File: config.mk
export PLATFORM = sky130hd
export DESIGN_NAME = hs_rsp_fetch_flat
export DESIGN_NICKNAME = d
export VERILOG_FILES = /design/src/rtl/hs_rsp_fetch_if.sv /design/src/rtl/hs_rsp_fetch.sv /design/src/flat_wrapper.sv
export SDC_FILE = /design/constraint.sdc
export NUM_CORES = 1
export LEC_CHECK = 0
export BUFFER_PORTS_ARGS = -buffer_cell sky130_fd_sc_hd__buf_2
export CAP_MARGIN = 10
export CORE_UTILIZATION = 53
export DETAILED_ROUTE_END_ITERATION = 8
export PLACE_DENSITY = 0.8
export SETUP_SLACK_MARGIN = 0.4
export SLEW_MARGIN = 20
export SYNTH_ARGS = -nofsm -noshare
export SYNTH_HDL_FRONTEND = slang
export SYNTH_SLANG_ARGS = --single-unit
File: constraint.sdc
create_clock -name sys_clk -period 2.8 [get_ports sys_clk]
set_input_delay 0.42 -clock sys_clk [delete_from_list [all_inputs] [get_ports sys_clk]]
set_output_delay 0.42 -clock sys_clk [all_outputs]
set_load 0.005 [all_outputs]
File: src/rtl/hs_rsp_fetch_if.sv
// Response fetch interface: producer-side RspReq/RspAck/RspAddr/Rsp handshake
// plus the downstream valid/ready word stream.
interface hs_rsp_fetch_if;
  logic        RspReq;
  logic        RspSts;
  logic [4:0]  RspId;
  logic [31:0] Rsp;
  logic        RspAck;
  logic [3:0]  RspAddr;
  logic        out_valid;
  logic        out_ready;
  logic [31:0] out_data;
  logic        out_last;
  logic [4:0]  out_id;
  logic        out_sts;

  // Fetch engine side
  modport slave (
    input  RspReq, RspSts, RspId, Rsp, out_ready,
    output RspAck, RspAddr, out_valid, out_data, out_last, out_id, out_sts
  );

  // Producer + downstream consumer side
  modport master (
    output RspReq, RspSts, RspId, Rsp, out_ready,
    input  RspAck, RspAddr, out_valid, out_data, out_last, out_id, out_sts
  );
endinterface

File: src/rtl/hs_rsp_fetch.sv
// Host-side response fetch: on RspReq, latch tag/status, read C_RSP_WORDS
// words via RspAddr (one-cycle read latency), stream them through a 2-entry
// FIFO, and pulse RspAck once the last word has been accepted downstream.
module hs_rsp_fetch #(
  parameter int C_RSP_WORDS = 16
) (
  input  logic           sys_clk,
  input  logic           sys_rst_n,
  hs_rsp_fetch_if.slave  bus,
  output logic           busy,
  output logic           proto_err,
  output logic [15:0]    rsp_cnt
);

  localparam int       DATA_W   = 32;
  localparam logic [4:0] LP_WORDS = 5'(C_RSP_WORDS);
  localparam logic [4:0] LP_LASTI = 5'(C_RSP_WORDS - 1);

  typedef enum logic [1:0] {IDLE, FETCH, ACK, DROP} state_t;

  state_t              r_state;
  logic [4:0]          r_issued;
  logic [3:0]          r_addr;
  logic                r_inflight;
  logic                r_infl_last;
  logic                r_ack;
  logic                r_proto_err;
  logic [15:0]         r_rsp_cnt;
  logic [4:0]          r_id;
  logic                r_sts;

  logic [DATA_W-1:0]   r_fifo_data [2];
  logic [1:0]          r_fifo_last;
  logic                r_rd_ptr;
  logic                r_wr_ptr;
  logic [1:0]          r_fifo_cnt;

  logic                w_valid;
  logic                w_pop;
  logic                w_push;
  logic                w_issue;
  logic [2:0]          w_occ;

  // Occupancy seen by the issue rule counts the word still in flight and
  // credits a pop happening this same cycle, so the FIFO can never overflow
  // while still sustaining one word per cycle.
  assign w_valid = (r_fifo_cnt != 2'd0);
  assign w_pop   = w_valid & bus.out_ready;
  assign w_push  = r_inflight;
  assign w_occ   = {1'b0, r_fifo_cnt} + {2'b00, r_inflight} - {2'b00, w_pop};
  assign w_issue = (r_state == FETCH) && (r_issued < LP_WORDS) && (w_occ < 3'd2);

  assign bus.RspAck    = r_ack;
  assign bus.RspAddr   = r_addr;
  assign bus.out_valid = w_valid;
  assign bus.out_data  = r_fifo_data[r_rd_ptr];
  assign bus.out_last  = w_valid & r_fifo_last[r_rd_ptr];
  assign bus.out_id    = r_id;
  assign bus.out_sts   = r_sts;
  assign busy          = (r_state != IDLE);
  assign proto_err     = r_proto_err;
  assign rsp_cnt       = r_rsp_cnt;

  // Skid FIFO: capture Rsp the cycle after its address was issued, drain from head
  always_ff @(posedge sys_clk or negedge sys_rst_n) begin
    if (!sys_rst_n) begin
      r_fifo_data[0] <= '0;
      r_fifo_data[1] <= '0;
      r_fifo_last    <= 2'b00;
      r_rd_ptr       <= 1'b0;
      r_wr_ptr       <= 1'b0;
      r_fifo_cnt     <= 2'd0;
    end else begin
      if (w_push) begin
        r_fifo_data[r_wr_ptr] <= bus.Rsp;
        r_fifo_last[r_wr_ptr] <= r_infl_last;
        r_wr_ptr              <= ~r_wr_ptr;
      end
      if (w_pop) begin
        r_rd_ptr <= ~r_rd_ptr;
      end
      case ({w_push, w_pop})
        2'b10:   r_fifo_cnt <= r_fifo_cnt + 2'd1;
        2'b01:   r_fifo_cnt <= r_fifo_cnt - 2'd1;
        default: r_fifo_cnt <= r_fifo_cnt;
      endcase
    end
  end

  // Control FSM: read issue, completion, ack pulse and request hold-off
  always_ff @(posedge sys_clk or negedge sys_rst_n) begin
    if (!sys_rst_n) begin
      r_state     <= IDLE;
      r_issued    <= 5'd0;
      r_addr      <= 4'd0;
      r_inflight  <= 1'b0;
      r_infl_last <= 1'b0;
      r_ack       <= 1'b0;
      r_proto_err <= 1'b0;
      r_rsp_cnt   <= 16'd0;
      r_id        <= 5'd0;
      r_sts       <= 1'b0;
    end else begin
      r_inflight  <= w_issue;
      r_infl_last <= w_issue && (r_issued == LP_LASTI);
      r_ack       <= 1'b0;
      case (r_state)
        IDLE: begin
          r_addr   <= 4'd0;
          r_issued <= 5'd0;
          if (bus.RspReq) begin
            r_id    <= bus.RspId;
            r_sts   <= bus.RspSts;
            r_state <= FETCH;
          end
        end
        FETCH: begin
          if (w_issue) begin
            r_issued <= r_issued + 5'd1;
            // Address parks on the final word instead of wrapping past it
            if (r_issued != LP_LASTI) begin
              r_addr <= r_addr + 4'd1;
            end
          end
          // Producer withdrew the request early: flag it but finish the transfer
          if (!bus.RspReq) begin
            r_proto_err <= 1'b1;
          end
          if (w_pop && bus.out_last) begin
            r_ack     <= 1'b1;
            r_rsp_cnt <= r_rsp_cnt + 16'd1;
            r_state   <= ACK;
          end
        end
        ACK: begin
          r_state <= DROP;
        end
        DROP: begin
          // A level request still high here is the one just served
          if (!bus.RspReq) begin
            r_state <= IDLE;
          end
        end
        default: r_state <= IDLE;
      endcase
    end
  end

endmodule

File: src/flat_wrapper.sv
// flat-port wrapper written by rule: the top's interface ports become plain ports
module hs_rsp_fetch_flat 
#(
  parameter int C_RSP_WORDS = 16
)
  (sys_clk, sys_rst_n, busy, proto_err, rsp_cnt, bus_RspReq, bus_RspSts, bus_RspId, bus_Rsp, bus_out_ready, bus_RspAck, bus_RspAddr, bus_out_valid, bus_out_data, bus_out_last, bus_out_id, bus_out_sts);
  hs_rsp_fetch_if bus_i ();
  input  logic sys_clk;
  input  logic sys_rst_n;
  output logic busy;
  output logic proto_err;
  output logic [15:0] rsp_cnt;
  input wire logic [$bits(bus_i.RspReq)-1:0] bus_RspReq;
  input wire logic [$bits(bus_i.RspSts)-1:0] bus_RspSts;
  input wire logic [$bits(bus_i.RspId)-1:0] bus_RspId;
  input wire logic [$bits(bus_i.Rsp)-1:0] bus_Rsp;
  input wire logic [$bits(bus_i.out_ready)-1:0] bus_out_ready;
  output wire logic [$bits(bus_i.RspAck)-1:0] bus_RspAck;
  output wire logic [$bits(bus_i.RspAddr)-1:0] bus_RspAddr;
  output wire logic [$bits(bus_i.out_valid)-1:0] bus_out_valid;
  output wire logic [$bits(bus_i.out_data)-1:0] bus_out_data;
  output wire logic [$bits(bus_i.out_last)-1:0] bus_out_last;
  output wire logic [$bits(bus_i.out_id)-1:0] bus_out_id;
  output wire logic [$bits(bus_i.out_sts)-1:0] bus_out_sts;
  assign bus_i.RspReq = bus_RspReq;
  assign bus_i.RspSts = bus_RspSts;
  assign bus_i.RspId = bus_RspId;
  assign bus_i.Rsp = bus_Rsp;
  assign bus_i.out_ready = bus_out_ready;
  assign bus_RspAck = bus_i.RspAck;
  assign bus_RspAddr = bus_i.RspAddr;
  assign bus_out_valid = bus_i.out_valid;
  assign bus_out_data = bus_i.out_data;
  assign bus_out_last = bus_i.out_last;
  assign bus_out_id = bus_i.out_id;
  assign bus_out_sts = bus_i.out_sts;
  hs_rsp_fetch #(.C_RSP_WORDS(C_RSP_WORDS)) u_core (.sys_clk(sys_clk), .sys_rst_n(sys_rst_n), .bus(bus_i), .busy(busy), .proto_err(proto_err), .rsp_cnt(rsp_cnt));
endmodule
==> Word level (Yosys, flattened, before mapping) <==
Cells that the tools add are included.
{ "word_totals": {"in_bits": 42, "output_inout_bits": 63, "register_bits": 107, "elab_cells": 90} }
{ "op_classes": {"n_bitwise": 7, "addsub": 7, "eq_ne": 12, "n_reduce_logical": 17, "order_cmp": 8, "mux": 23} }
{ "ops": {"columns": ["op", "count"], "rows": [
  ["32-bit 2-to-1 mux", 4],
  ["64-bit bitwise mux", 1],
  ["32-bit demux with 1-bit select", 1],
  ["16-bit by 1-bit adder with 16-bit output, second input constant", 1],
  ["5-bit one-hot mux with 2 select lines", 1],
  ["4-bit 2-to-1 mux", 2],
  ["2-bit inequality test, second input constant", 4],
  ["2-bit one-hot mux with 4 select lines", 1],
  ["4-bit one-hot mux with 2 select lines", 1],
  ["2-bit AND reduction", 4],
  ["2-bit nonzero test", 4],
  ["2-bit == test, second input constant", 3],
  ["1-bit logical AND", 6],
  ["2-bit 2-to-1 mux", 3],
  ["3-bit AND reduction", 2],
  ["5-bit by 1-bit adder with 5-bit output, second input constant", 1],
  ["5-bit by 4-bit == test with 1-bit output, second input constant", 1],
  ["5-bit < comparator, second input constant", 1],
  ["1-bit 2-to-1 mux", 5],
  ["5-bit 2-to-1 mux", 1],
  ["5-bit by 4-bit inequality test with 1-bit output, second input constant", 1],
  ["4-bit by 1-bit adder with 4-bit output, second input constant", 1],
  ["2-bit by 1-bit == test with 1-bit output, second input constant", 2],
  ["2-bit greater-or-equal comparator, second input constant", 2],
  ["16 further kinds", 21]
]} }

==> Depth between registers and ports, before layout <==
{ "depth": {"ltp_word": 7, "ltp_mapped": 10, "mapped_depth_nobuf": 8} }

==> Worst setup path after synthesis <==
OpenSTA, ideal clock, no wires.
{ "synth_timing": {"kind": "reg-to-reg", "startpoint": "register u_core.r_fifo_cnt[0]", "endpoint": "register u_core.r_issued[2]", "period_less_slack_ns": 2.332, "stages_incl_launch_ff": 11, "arrival_time_ns": 2.206, "setup_ns": 0.125, "required_time_ns": 2.675, "path_buffers": 2, "slack_ns": 0.468, "cell_sequence": "dfrtp_1 buf_2 o21ai_1 nor2_1 fa_1 nand3b_1 or2_2 clkbuf_1 inv_1 a21o_1 nand3_1"} }
{ "synth_between": {"elab_chain_len": 7} }
{ "synth_lines": {"columns": ["item", "line_no", "rtl"], "rows": [
  ["start: declaration", "hs_rsp_fetch.sv:36", "logic [1:0] r_fifo_cnt;"],
  ["start signal: assignment", "hs_rsp_fetch.sv:83", "2'b10: r_fifo_cnt <= r_fifo_cnt + 2'd1;"],
  ["start signal: assignment", "hs_rsp_fetch.sv:84", "2'b01: r_fifo_cnt <= r_fifo_cnt - 2'd1;"],
  ["start signal: assignment", "hs_rsp_fetch.sv:85", "default: r_fifo_cnt <= r_fifo_cnt;"],
  ["parallel branches: the longest is 2 deep, another holds 2-bit by 1-bit adder with 3-bit output", null, null],
  ["3-bit by 1-bit subtractor with 3-bit output (*)", "hs_rsp_fetch.sv:50", "assign w_occ = {1'b0, r_fifo_cnt} + {2'b00, r_inflight} - {2'b00, w_pop};"],
  ["3-bit by 2-bit < comparator with 1-bit output (*)", "hs_rsp_fetch.sv:51", "assign w_issue = (r_state == FETCH) && (r_issued < LP_WORDS) && (w_occ < 3'd2);"],
  ["1-bit logical AND (*)", "hs_rsp_fetch.sv:51", null],
  ["via u_core.w_issue", "hs_rsp_fetch.sv:41", "logic w_issue;"],
  ["2-bit by 1-bit inequality test with 1-bit output (no source line) (*)", null, null],
  ["2-bit AND reduction (no source line) (*)", null, null],
  ["end signal: assignment", "hs_rsp_fetch.sv:119", "r_issued <= r_issued + 5'd1;"],
  ["end: declaration", "hs_rsp_fetch.sv:22", "logic [4:0] r_issued;"]
]} }
Mark *: on every way through the listed nets, which the timed path passes.
A chain may end at the register's enable or synchronous reset.

==> Worst setup path in the final report <==
Ends and elaborated chain as after synthesis.

==> flow_summary.rst <==
.. list-table::
   :header-rows: 1

   * - Metric
     - Value
   * - Status
     - finished clean
   * - Sw Ratio
     - 26.5%
   * - Antenna violations before repair
     - 0
   * - Share of flip-flops with an asynchronous set or reset
     - 100%
   * - Row cnt
     - 34
   * - Remaining number of nets flagged by the antenna check after routing
     - 0
   * - #FFs+latches synth
     - roughly 110
   * - Initial core utilization
     - 54.8%
   * - Total Wirelength
     - between 8000 and 9000 um
   * - R2R Path Start
     - u_core.r_fifo_cnt[0]
   * - Arrival time at the worst endpoint
     - 2.46 ns
   * - Worst setup path class
     - reg2reg
   * - Worst-Margin Slew
     - between 0.7 and 0.8 ns
   * - Number of nets in the synthesized netlist
     - roughly 400
   * - Average wire per standard cell
     - ~16 um
   * - Top-count cell post-synth
     - sky130_fd_sc_hd__dfrtp_1
   * - Max-cap check violation count
     - 0
   * - Top cells by area in the synthesized netlist
     - sky130_fd_sc_hd__dfrtp_1 56%, sky130_fd_sc_hd__mux2_2 25%, sky130_fd_sc_hd__xnor2_1 2.6%
   * - Number of distinct library cells after synthesis
     - 40
   * - Total inserted antenna cells
     - 0
   * - Number of enable-type register cells in the synthesized netlist
     - 0
   * - LEAKAGE
     - roughly 2.9 nW
   * - Clock tree from TritonCTS
     - yes
   * - Critical path launch point type
     - flop
   * - Worst VDD drop
     - around 0.32 mV
   * - Sequential cell area fraction in the yosys report
     - a little under three fifths
   * - Buffer type at the clock tree root
     - sky130_fd_sc_hd__clkbuf_8
   * - # H-tree levels
     - 3
   * - Global-route usage over all layers
     - 19.9%
   * - Setup slack on the worst flop-to-flop path
     - around 0.57 ns
   * - Clock Sinks
     - between 100 and 150
   * - Ratio of routed vias to standard cells
     - around 5.5
   * - Number of input and output port buffers inserted
     - ~100
   * - Hold WC Path Type
     - in2async
   * - Total Negative Setup Slacks
     - 0 ns
   * - Global route overflow
     - 0
   * - 1st-pass router iterations
     - 4
   * - Largest net degree at the start of global routing
     - 58
   * - Final-report hold violation count
     - 0
   * - P&R area growth vs syn
     - 17.9%
   * - Reg-to-reg critical path endpoint
     - u_core.r_issued[2]
   * - Worst slew slack as a fraction of its limit
     - between 50% and 60%
   * - Dpl hpwl
     - roughly 6200 um
   * - Total power
     - approximately 3.1 mW
   * - Largest fanout on the critical path
     - 8
   * - Final RePlAce weighted congestion
     - 0.780
   * - Die Width
     - between 90 and 100 um
   * - Wire length of the first global-routing pass
     - ~15000 um
   * - Most used standard cells in the synthesized netlist
     - 107 x sky130_fd_sc_hd__dfrtp_1, 106 x sky130_fd_sc_hd__mux2_2, 15 x sky130_fd_sc_hd__nand2_1, 14 x sky130_fd_sc_hd__xnor2_1, 12 x sky130_fd_sc_hd__nand3_1
   * - Die outline height
     - around 97 um
   * - Number of top-level pins
     - about 110
   * - Sequential group share of total power
     - ~52%
   * - Final setup fails
     - 0
   * - Peak Freq
     - 0.449 GHz
   * - Synth Cell Area
     - between 4000 and 5000 um^2
   * - Crit share post-route
     - about four fifths
   * - Pwr Density
     - 552 nW/um^2
   * - Reg2reg path depth
     - 8
   * - Filler cell count
     - just under 700
   * - Num CTS Buffers
     - 9
   * - Synth Flop Type
     - sky130_fd_sc_hd__dfrtp_1
   * - Yosys warning total
     - 0
   * - Internal power component
     - approximately 2.3 mW
   * - Net switching power
     - roughly 0.83 mW
   * - CP required
     - 3.03 ns
   * - Post-synth top area cell
     - sky130_fd_sc_hd__dfrtp_1
   * - Number of buffers added to fix hold violations after cts
     - 0
   * - Number of global-route vias before repair
     - ~3300
   * - Synthesized instance count
     - 350
   * - Iteration-0 DRC Markers
     - 74
   * - Die footprint
     - roughly 9400 um^2
   * - Logic gate share of total power
     - between 20% and 30%
   * - Core ar.
     - around 8700 um^2
   * - Share of the synthesized area in the top cell type
     - between 50% and 60%
   * - Residual DRC
     - 0
   * - Kind of end point of the critical path
     - flop
   * - Maximum buffer depth of the clock tree
     - 2
   * - Clock-pin slew on the worst setup and hold paths
     - roughly 0.10 ns
   * - Total number of vias
     - approximately 3100
   * - Setup repair after global routing missed its margin
     - no
   * - Count of final max-slew check failures
     - 0
   * - Post-layout min period
     - 2.23 ns
   * - Share of final-layout standard cells stronger than drive strength 1
     - between 50% and 60%
   * - Post-Route Skew
     - 0.0103 ns
   * - # nets final
     - around 500
   * - Clock latency reported for the late side of the worst-skew pair
     - about 0.35 ns
   * - Clock share of power
     - between 20% and 30%
   * - Mean post-synth cell area
     - about 14 um^2
-- power by group through the flow --
stage                     clock (mW)  combinational (mW)  sequential (mW)
after detailed placement           0               0.647             1.65
after global placement             0               0.641             1.64
after global routing           0.940               0.711             1.63
after CTS                      0.874               0.653             1.62
final                          0.844               0.648             1.62
after floorplan                    0               0.409             1.62
-- routing by layer --
layer / part of all wire [%] / wire (um) / GRT usage, %
met1: 45 / 3940 / 26.2
met2: 50 / 4440 / 33.8
met3: 4.1 / 361 / 4.19
met4: 0.96 / 85 / 4.25
met5: 0 / 0 / 0
-- final cells by class --
type / count / area, um^2 / area share, %
clock buffer: 13 / 149 / 2.64
clock inverter: 3 / 23.8 / 0.422
inverter: 8 / 30.0 / 0.533
tap: 108 / 135 / 2.40
timing repair buffer: 110 / 593 / 10.5
sequential: 107 / 2680 / 47.5
multi-input combinational: 220 / 2030 / 36.0
-- stage by stage --
stage	instances	cell area (um^2)	util (%)	hold WS [ns]	worst slack, ns
2_1_floorplan	350	4780	-	0.124	0.468
3_3_place_gp	552	5450	62.4	0.436	0.426
3_5_place_dp	552	5450	62.4	0.442	0.315
4_1_cts	568	5620	64.5	0.130	0.430
5_1_grt	569	5640	64.7	0.163	0.403
6_report	569	5640	64.7	0.107	0.572
-- how the worst max path moves through the flow --
stage / to / startpoint / cells past startpoint
2_1_floorplan: u_core.r_issued[2] / u_core.r_fifo_cnt[0] / 10
3_3_place_gp: u_core.r_issued[2] / u_core.r_fifo_cnt[1] / 8
3_5_place_dp: u_core.r_issued[2] / u_core.r_fifo_cnt[1] / 8
4_1_cts: u_core.r_issued[2] / u_core.r_fifo_cnt[1] / 8
5_1_grt: u_core.r_issued[2] / u_core.r_fifo_cnt[0] / 8
6_report: u_core.r_issued[2] / u_core.r_fifo_cnt[0] / 8
-- sequential cells by signal, summed over array words and instances, names as in the netlist --
register,flops
u_core.r_fifo_data,64
u_core.rsp_cnt,16
u_core.bus.out_id,5
u_core.r_issued,5
u_core.bus.RspAddr,4
u_core.r_fifo_cnt,2
u_core.r_fifo_last,2
u_core.r_state,2
u_core.bus.RspAck,1
u_core.bus.out_sts,1
u_core.proto_err,1
u_core.r_infl_last,1
u_core.r_inflight,1
u_core.r_rd_ptr,1
u_core.r_wr_ptr,1
-- critical path: stages, from the launching register on --
cell and delay (ns):
sky130_fd_sc_hd__dfrtp_1 0.49, sky130_fd_sc_hd__o21ai_4 0.20, sky130_fd_sc_hd__nor2_1 0.07, sky130_fd_sc_hd__fa_1 0.50, sky130_fd_sc_hd__nand3b_1 0.12, sky130_fd_sc_hd__or2_2 0.36
sky130_fd_sc_hd__inv_1 0.15, sky130_fd_sc_hd__a21o_1 0.14, sky130_fd_sc_hd__nand3_1 0.07
-- timing repair --
| item | CTS | global route |
|---|---|---|
| resized for setup | 1 | 3 |
| setup endpoints to repair | 2 | 6 |
| pin swaps | 0 | 1 |
| setup buffers | 0 | 1 |
-- kinds of logic (layout without fill, tap and decap cells) --
logic type	Yosys count	count (layout)	share of synthesized area [%]
and+or+nand+nor	66	66	7.88
muxes	110	110	25.9
AOI/OAI and AO/OA	12	12	1.54
buffers and inverters	23	134	1.99
DFF	107	107	56.0
adders and majority gates	9	9	2.51
xor gates and xnor gates	23	23	4.21
-- cell usage in the layout, fill, tap and decap left out, types with 3 or more instances in the layout --
master / count
sky130_fd_sc_hd__nor2_1: 9
sky130_fd_sc_hd__o21ai_0: 4
sky130_fd_sc_hd__buf_4: 5
sky130_fd_sc_hd__nand4_1: 6
sky130_fd_sc_hd__clkbuf_8: 10
sky130_fd_sc_hd__mux2_2: 106
sky130_fd_sc_hd__ha_1: 8
sky130_fd_sc_hd__buf_2: 103
sky130_fd_sc_hd__nor3_2: 4
sky130_fd_sc_hd__clkbuf_1: 3
sky130_fd_sc_hd__nand3_1: 12
sky130_fd_sc_hd__xnor2_1: 14
sky130_fd_sc_hd__nand2_1: 15
sky130_fd_sc_hd__xor2_1: 9
sky130_fd_sc_hd__and3_1: 3
sky130_fd_sc_hd__inv_1: 8
sky130_fd_sc_hd__dfrtp_1: 105
sky130_fd_sc_hd__mux2i_1: 3
(Power assumes the default switching activity.)
